### src/rtl/param_updown_counter_if.sv
// Control and status bundle of the modulus up/down counter.
// The master drives the controls; the counter (slave) returns count and status.
interface param_updown_counter_if #(
  parameter int WIDTH = 3
);
  logic             en;
  logic             up;
  logic             clr;
  logic             load;
  logic [WIDTH-1:0] load_val;
  logic [WIDTH-1:0] count;
  logic [WIDTH-1:0] gray;
  logic             tc;
  logic             wrap;
  logic             at_limit;
  logic             load_err;

  modport master (
    output en, up, clr, load, load_val,
    input  count, gray, tc, wrap, at_limit, load_err
  );

  modport slave (
    input  en, up, clr, load, load_val,
    output count, gray, tc, wrap, at_limit, load_err
  );
endinterface

### src/rtl/param_updown_counter.sv
// Modulus-MODULUS up/down counter with clear, clamped parallel load,
// wrap or saturate at the range ends, and Gray-coded / terminal-count status.
module param_updown_counter #(
  parameter int WIDTH    = 3,
  parameter int MODULUS  = 6,
  parameter int SATURATE = 0
) (
  input  logic                  clk,
  input  logic                  rst,
  param_updown_counter_if.slave io_bus
);

  localparam logic [WIDTH:0]   C_MAX   = (WIDTH+1)'(MODULUS - 1);
  localparam logic [WIDTH-1:0] C_MAX_W = C_MAX[WIDTH-1:0];

  logic [WIDTH-1:0] r_count;
  logic             r_wrap;
  logic             r_load_err;
  logic             r_at_limit;

  logic [WIDTH:0]   w_cur;
  logic [WIDTH:0]   w_ld;
  logic [WIDTH:0]   w_nxt;
  logic [WIDTH+1:0] w_step;
  logic             w_wrap_nxt;
  logic             w_lerr_nxt;
  logic             w_lim_nxt;

  // One enabled step in the given direction; returns {wrapped, next count}.
  // The extra bit keeps count+1 at the top of a full-range counter from overflowing.
  function automatic logic [WIDTH+1:0] f_step(input logic [WIDTH:0] cur, input logic dir);
    logic [WIDTH:0] nxt;
    logic           wr;
    nxt = cur;
    wr  = 1'b0;
    if (dir) begin
      if (cur >= C_MAX) begin
        if (SATURATE == 0) begin
          nxt = '0;
          wr  = 1'b1;
        end else begin
          nxt = C_MAX;
        end
      end else begin
        nxt = cur + 1'b1;
      end
    end else begin
      if (cur == '0) begin
        if (SATURATE == 0) begin
          nxt = C_MAX;
          wr  = 1'b1;
        end
      end else if (cur > C_MAX) begin
        nxt = C_MAX;
      end else begin
        nxt = cur - 1'b1;
      end
    end
    return {wr, nxt};
  endfunction

  assign w_cur  = {1'b0, r_count};
  assign w_ld   = {1'b0, io_bus.load_val};
  assign w_step = f_step(w_cur, io_bus.up);

  // Next state: clr beats load, load beats counting.
  always_comb begin
    w_nxt      = w_cur;
    w_wrap_nxt = 1'b0;
    w_lerr_nxt = 1'b0;
    if (io_bus.clr) begin
      w_nxt = '0;
    end else if (io_bus.load) begin
      if (w_ld > C_MAX) begin
        w_nxt      = C_MAX;
        w_lerr_nxt = 1'b1;
      end else begin
        w_nxt = w_ld;
      end
    end else if (io_bus.en) begin
      w_nxt      = w_step[WIDTH:0];
      w_wrap_nxt = w_step[WIDTH+1];
    end
    w_lim_nxt = (SATURATE != 0) && (io_bus.up ? (w_nxt == C_MAX) : (w_nxt == '0));
  end

  always_ff @(posedge clk or posedge rst) begin
    if (rst) begin
      r_count    <= '0;
      r_wrap     <= 1'b0;
      r_load_err <= 1'b0;
      r_at_limit <= 1'b0;
    end else begin
      r_count    <= w_nxt[WIDTH-1:0];
      r_wrap     <= w_wrap_nxt;
      r_load_err <= w_lerr_nxt;
      r_at_limit <= w_lim_nxt;
    end
  end

  assign io_bus.count    = r_count;
  assign io_bus.gray     = r_count ^ (r_count >> 1);
  assign io_bus.tc       = io_bus.en & (io_bus.up ? (r_count == C_MAX_W) : (r_count == '0));
  assign io_bus.wrap     = r_wrap;
  assign io_bus.load_err = r_load_err;
  assign io_bus.at_limit = r_at_limit;

endmodule

### src/flat_wrapper.sv
// flat-port wrapper written by rule: the top's interface ports become plain ports
module param_updown_counter_flat 
#(
  parameter int WIDTH    = 3,
  parameter int MODULUS  = 6,
  parameter int SATURATE = 0
)
  (clk, rst, io_bus_en, io_bus_up, io_bus_clr, io_bus_load, io_bus_load_val, io_bus_count, io_bus_gray, io_bus_tc, io_bus_wrap, io_bus_at_limit, io_bus_load_err);
  param_updown_counter_if #(.WIDTH(WIDTH)) io_bus_i ();
  input  logic clk;
  input  logic rst;
  input wire logic [$bits(io_bus_i.en)-1:0] io_bus_en;
  input wire logic [$bits(io_bus_i.up)-1:0] io_bus_up;
  input wire logic [$bits(io_bus_i.clr)-1:0] io_bus_clr;
  input wire logic [$bits(io_bus_i.load)-1:0] io_bus_load;
  input wire logic [$bits(io_bus_i.load_val)-1:0] io_bus_load_val;
  output wire logic [$bits(io_bus_i.count)-1:0] io_bus_count;
  output wire logic [$bits(io_bus_i.gray)-1:0] io_bus_gray;
  output wire logic [$bits(io_bus_i.tc)-1:0] io_bus_tc;
  output wire logic [$bits(io_bus_i.wrap)-1:0] io_bus_wrap;
  output wire logic [$bits(io_bus_i.at_limit)-1:0] io_bus_at_limit;
  output wire logic [$bits(io_bus_i.load_err)-1:0] io_bus_load_err;
  assign io_bus_i.en = io_bus_en;
  assign io_bus_i.up = io_bus_up;
  assign io_bus_i.clr = io_bus_clr;
  assign io_bus_i.load = io_bus_load;
  assign io_bus_i.load_val = io_bus_load_val;
  assign io_bus_count = io_bus_i.count;
  assign io_bus_gray = io_bus_i.gray;
  assign io_bus_tc = io_bus_i.tc;
  assign io_bus_wrap = io_bus_i.wrap;
  assign io_bus_at_limit = io_bus_i.at_limit;
  assign io_bus_load_err = io_bus_i.load_err;
  param_updown_counter #(.WIDTH(WIDTH), .MODULUS(MODULUS), .SATURATE(SATURATE)) u_core (.clk(clk), .rst(rst), .io_bus(io_bus_i));
endmodule
### config.mk
export PLATFORM = sky130hd
export DESIGN_NAME = param_updown_counter_flat
export DESIGN_NICKNAME = d
export VERILOG_FILES = /design/src/rtl/param_updown_counter_if.sv /design/src/rtl/param_updown_counter.sv /design/src/flat_wrapper.sv
export SDC_FILE = /design/constraint.sdc
export NUM_CORES = 1
export LEC_CHECK = 0
export CAP_MARGIN = 10
export CORE_MARGIN = 8
export CORE_UTILIZATION = 37
export DETAILED_ROUTE_END_ITERATION = 8
export PLACE_DENSITY = 0.72
export SLEW_MARGIN = 30
export SYNTH_ARGS = -nofsm -noshare
export SYNTH_HDL_FRONTEND = slang
export SYNTH_SLANG_ARGS = --single-unit
export TNS_END_PERCENT = 10
### constraint.sdc
create_clock -name clk -period 1.6 [get_ports clk]
set_input_delay 0.32 -clock clk [delete_from_list [all_inputs] [get_ports clk]]
set_output_delay 0.32 -clock clk [all_outputs]
set_load 0.01 [all_outputs]
Word level (Yosys, flattened, before mapping). Cells that the tools add are included.

Output and inout bits: 10. Bits in writable memories: 0. Bits in read-only memories: 0. Memories: 0. Latch bits: 0. Flip-flop bits (word level): 5. Bits of input ports: 9.

Reduce and logical (&&, ||, !) cells: 3. Add/subtract/negate cells: 2. Eq/ne operators: 1. Shift-type cells: 0. Bitwise logic cells: 2. Mux-type cells: 18. $mul: 0. Div/mod/pow operators: 0. Magnitude comparators: 3.

Operators with widths (count): 3-bit 2-to-1 mux (8); 1-bit 2-to-1 mux (10); 3-bit greater-than comparator, second input constant (2); 4-bit logical NOT (1); 3-bit by 1-bit adder with 3-bit output, second input constant (1); 3-bit equality test, second input constant (1); 3-bit greater-or-equal comparator, second input constant (1); 3-bit logical NOT (1); 3-bit nonzero test (1); 3-bit by 1-bit subtractor with 3-bit output, second input constant (1); 3-bit by 2-bit XOR with 3-bit output (1); 1-bit bitwise AND (1).

Longest topological paths before layout.
Depth in word-level cells: 7. Depth in mapped cells: 6.

Worst setup path before layout. Ideal clock, no wire load.

Kind: reg2reg. Start point: register u_core.r_count[1] (netlist: u_core.io_bus.count[1]). End point: register u_core.r_count[1] (netlist: u_core.io_bus.count[1]). Clock period less this slack: 1.733 ns. Arrival: 1.630 ns. Buffers on the path: 0. Library setup time: 0.103 ns. Data required time: 1.497 ns. Slack: -0.133 ns. Cell stages (with the launch flop): 7. Cell sequence: dfrtp_1 -> inv_1 -> ha_1 -> a211oi_2 -> o221ai_2 -> o211a_1 -> o41ai_2.

Cells in the longest elaborated chain, start to end: 7. Elaborated cells between the ends (all ways): 12. Those cells by class: add/sub: 2; order compare: 2; mux: 7; reduce/logical: 1.

Ends and longest elaborated chain: from (decl) (RTL line param_updown_counter.sv:16) `logic [WIDTH-1:0] r_count;`; from (signal assigned) (RTL line param_updown_counter.sv:94) `r_count <= w_nxt[WIDTH-1:0];`; 3-bit by 1-bit subtractor with 3-bit output / 3-bit greater-than comparator (equally long branches) (RTL line param_updown_counter.sv:56, param_updown_counter.sv:53); 3-bit 2-to-1 mux (RTL line param_updown_counter.sv:53) `end else if (cur > C_MAX) begin`; 3-bit 2-to-1 mux (RTL line param_updown_counter.sv:48) `if (cur == '0) begin`; 3-bit 2-to-1 mux * (RTL line param_updown_counter.sv:36) `if (dir) begin`; 3-bit 2-to-1 mux * (RTL line param_updown_counter.sv:80) `end else if (io_bus.en) begin`; 3-bit 2-to-1 mux * (RTL line param_updown_counter.sv:73) `end else if (io_bus.load) begin`; 3-bit 2-to-1 mux * (RTL line param_updown_counter.sv:71) `if (io_bus.clr) begin`.

Every way passes the cells marked *; elsewhere a longest branch is shown, timed or not. The select of a mux whose other input is x is not followed. A chain may end at the register's enable or synchronous reset.

Worst setup path after layout.
Start point: register u_core.r_count[1] (netlist: u_core.io_bus.count[1]). End point: register u_core.r_count[2] (netlist: u_core.io_bus.count[2]).

The elaborated chain is that of the path after synthesis.

==> impl_results.md <==
- Status: finished, violations left
- Violated checks: setup timing
- Initial DRT Pass Iterations: 4
- Fraction of registers with async set/reset: 100%
- Synth Register Bits: 5
- Clk_lat worst skew: 250 ps
- GPL Wtd Cong: 0.850
- CP Cell Sequence: inv_4 > buf_4 > ha_2 > buf_4 > buf_4 > nor2_2 > a211o_1 > o2111ai_2 > a221oi_2
- Cell area after layout: 943 µm²
- CTS Hold Bufs: 0
- Row count: 13
- Worst min-delay path class: input port to async pin
- Post-synth EDFFs: 0
- Number of global-route vias before repair: 619
- Cell Int Power: 406 µW
- WP data required: 1740 ps
- Layout cell share with drive strength beyond 1: 47.5%
- Clk pwr share: 24.6%
- Leading area contributor after synthesis: dfrtp_1
- Final min period: 1790 ps
- Buf/Inv on CP: 4
- Netlist Area Pre-Place: 497 µm²
- Die X: 52.6 µm
- Top delay family on crit path: compound AO/OA/AOI/OAI gates
- Post-Synthesis Cells: 59
- Comb power frac: 51.7%
- Fin crit share: 112%
- M1 GR Usage: 13.7%
- MaxCap Viol Count: 0
- Die H: 52.6 µm
- Grt peak-use layer: met2
- Final hold violations: 0
- # nets final: 115
- Critical Path Most Common Cell: buf_4
- RSZ-0062 raised after global routing: yes
- Met2 Use GR: 21.5%
- Top-area cell type share of the netlist area: 25.2%
- Max IR drop VDD: 0.282 mV
- Yosys cell types: 30
- P per Cell Area: 663 nW/µm²
- Fin cells: 114
- Top Ports: 19
- CP Launch Type: flop
- CTS tree: built
- Total congestion overflow: 0
- Max FO, Critical Path: 3
- # DRC: 0
- Net Switching: 219 µW
- Clock root buffer: clkbuf_4
- Clock Path Buffers: 2
- CTS Buf Count: 3
- Setup tns final: -515 ps
- Worst EP arrival: 1930 ps
- Clock Skew: 8.40 ps
- Minimum hold slack: 271 ps
- Worst Setup Path Type: flop to flop
- Initial antenna violation count: 0
- Remaining antenna violation count: 0
- DR iter-0 viols: 23
- Vias per inst: 5.43
- All-Layer GR Usage: 13.0%
- # port buffers: 17
- Pin count of the biggest net entering global routing: 9
- Fmax: 560 MHz
- Reg2reg path depth: 9
- FF-to-FF Start: u_core.io_bus.count[1]
- Global-route wire length before repair: 2690 µm
- Reg power frac: 23.8%
- Via count: 619
- Setup slack, reg-to-reg: -190 ps
- Post-DR wirelength/cell: 17.2 µm
- Clk sink count: 5
- Synth top cells by count: inv_1 (7), ha_1 (6), dfrtp_1 (5), nor2_1 (5), a21oi_1 (4)
- GR Layer Usage met3: 2.27%
- Worst-path clk slew: 50 ps
- Final setup viols: 4
- DP HPWL: 1310 µm
- H-tree Lvls: 1
- Layout area overhead: 89.9%
- Core ar.: 1280 µm²
- CP endpoint kind: flop
- Post-placement cell count: 106
- Sw Ratio: 35.0%
- Die area: 2770 µm²
- Post-synthesis net count: 74
- Setup ws final: -187 ps
- Initial Util: 38.7%
- Warnings from Yosys: 0
- Leak pwr: 0.458 nW
- Number of diodes: 0
- Count leader, synth: inv_1
- Worst path max stage delay: 380 ps
- Final wirelength: 1970 µm
- CP max-delay cell: dfrtp_2
- Slew Viols, Final: 0
- Avg Synthesized Cell Area: 8.42 µm²
- Most area-consuming cells after synthesis: dfrtp_1 (25%), ha_1 (15%), inv_1 (5.3%)
- Seq/Total Area, Yosys: 25.2%
- R2r endpoint: u_core.io_bus.count[2]
- Synth Flop Type: dfrtp_1
- Cell Area, Placed: 812 µm²
- WP depth: 9
## power by group through the flow
stage	clock [mW]	combinational, mW	sequential (mW)
4_1_cts	0.155	0.266	0.147
3_3_place_gp	0	0.258	0.146
5_1_grt	0.171	0.342	0.150
6_report	0.154	0.323	0.149
2_1_floorplan	0	0.110	0.153
3_5_place_dp	0	0.264	0.147
## state kept, by name, summed over array words and instances (netlist names)
name	count
u_core.io_bus.wrap	1
u_core.io_bus.count	3
u_core.io_bus.load_err	1
## cell usage in the layout (no fill, tap or decap), types with 2 or more instances in the layout
master	instances
a21oi_1	2
a21oi_2	2
buf_2	2
buf_4	21
buf_6	2
clkbuf_4	3
clkdlybuf4s50_1	10
dfrtp_1	2
dfrtp_2	3
dlygate4sd2_1	4
ha_1	2
ha_4	3
inv_1	5
nand2_1	3
nand3_1	2
nand3b_1	2
nor2_1	4
o22ai_1	2
## metrics by stage
| stage | worst slack, ps | power (mW) | util, % |
|---|---|---|---|
| 2_1_floorplan | 8.70 | 0.263 | - |
| 3_3_place_gp | -317 | 0.404 | 63.2 |
| 3_5_place_dp | -317 | 0.411 | 63.2 |
| 4_1_cts | -204 | 0.568 | 65.8 |
| 5_1_grt | -194 | 0.662 | 73.4 |
| 6_report | -187 | 0.625 | 73.4 |
## logic make-up (layout without fill, tap and decap cells)
family          count (synthesis)  count (layout)  share of synthesized area [%]
flops                           5               5                           25.2
xor+xnor                        1               1                           1.76
compound gates                 18              18                           29.5
other cells                     1               1                          0.755
fa+ha+maj                       6               6                           15.1
simple gates                   17              17                           17.6
buf+inv                        11              51                           10.1
## metal layers
metal	share of wire [%]	wire length, µm
met4	2.0	40
met2	51	995
met3	4.5	88
met5	0	0
met1	43	841
## final cells by class
class | count | area [µm²]
clock buffers | 4 | 26.3
fillers | 93 | 342
inverters | 7 | 28.8
multi-input cells | 43 | 403
flip-flops and latches | 5 | 129
well taps | 15 | 18.8
repair buffers | 40 | 338
## worst max path at each step
stage	startpoint	endpoint
3_5_place_dp	io_bus_up	io_bus_tc
2_1_floorplan	u_core.io_bus.count[0]	u_core.io_bus.count[1]
4_1_cts	u_core.io_bus.count[0]	u_core.io_bus.count[2]
5_1_grt	u_core.io_bus.count[0]	u_core.io_bus.count[2]
3_3_place_gp	io_bus_up	io_bus_tc
6_report	u_core.io_bus.count[1]	u_core.io_bus.count[2]
## worst register-to-register path: stages (launching register included)
cell and delay [ps]:
dfrtp_2 380, inv_4 50, buf_4 140, ha_2 170, buf_4 130, buf_4 140, nor2_2 120, a211o_1 170
o2111ai_2 130, a221oi_2 270
## repair_timing
action	4_1_cts	5_1_grt
gates resized for setup	18	14
pin swaps	2	8
setup buffers	0	4
setup endpoints to repair	9	6
Note: power is estimated with default switching activity, not from simulation.
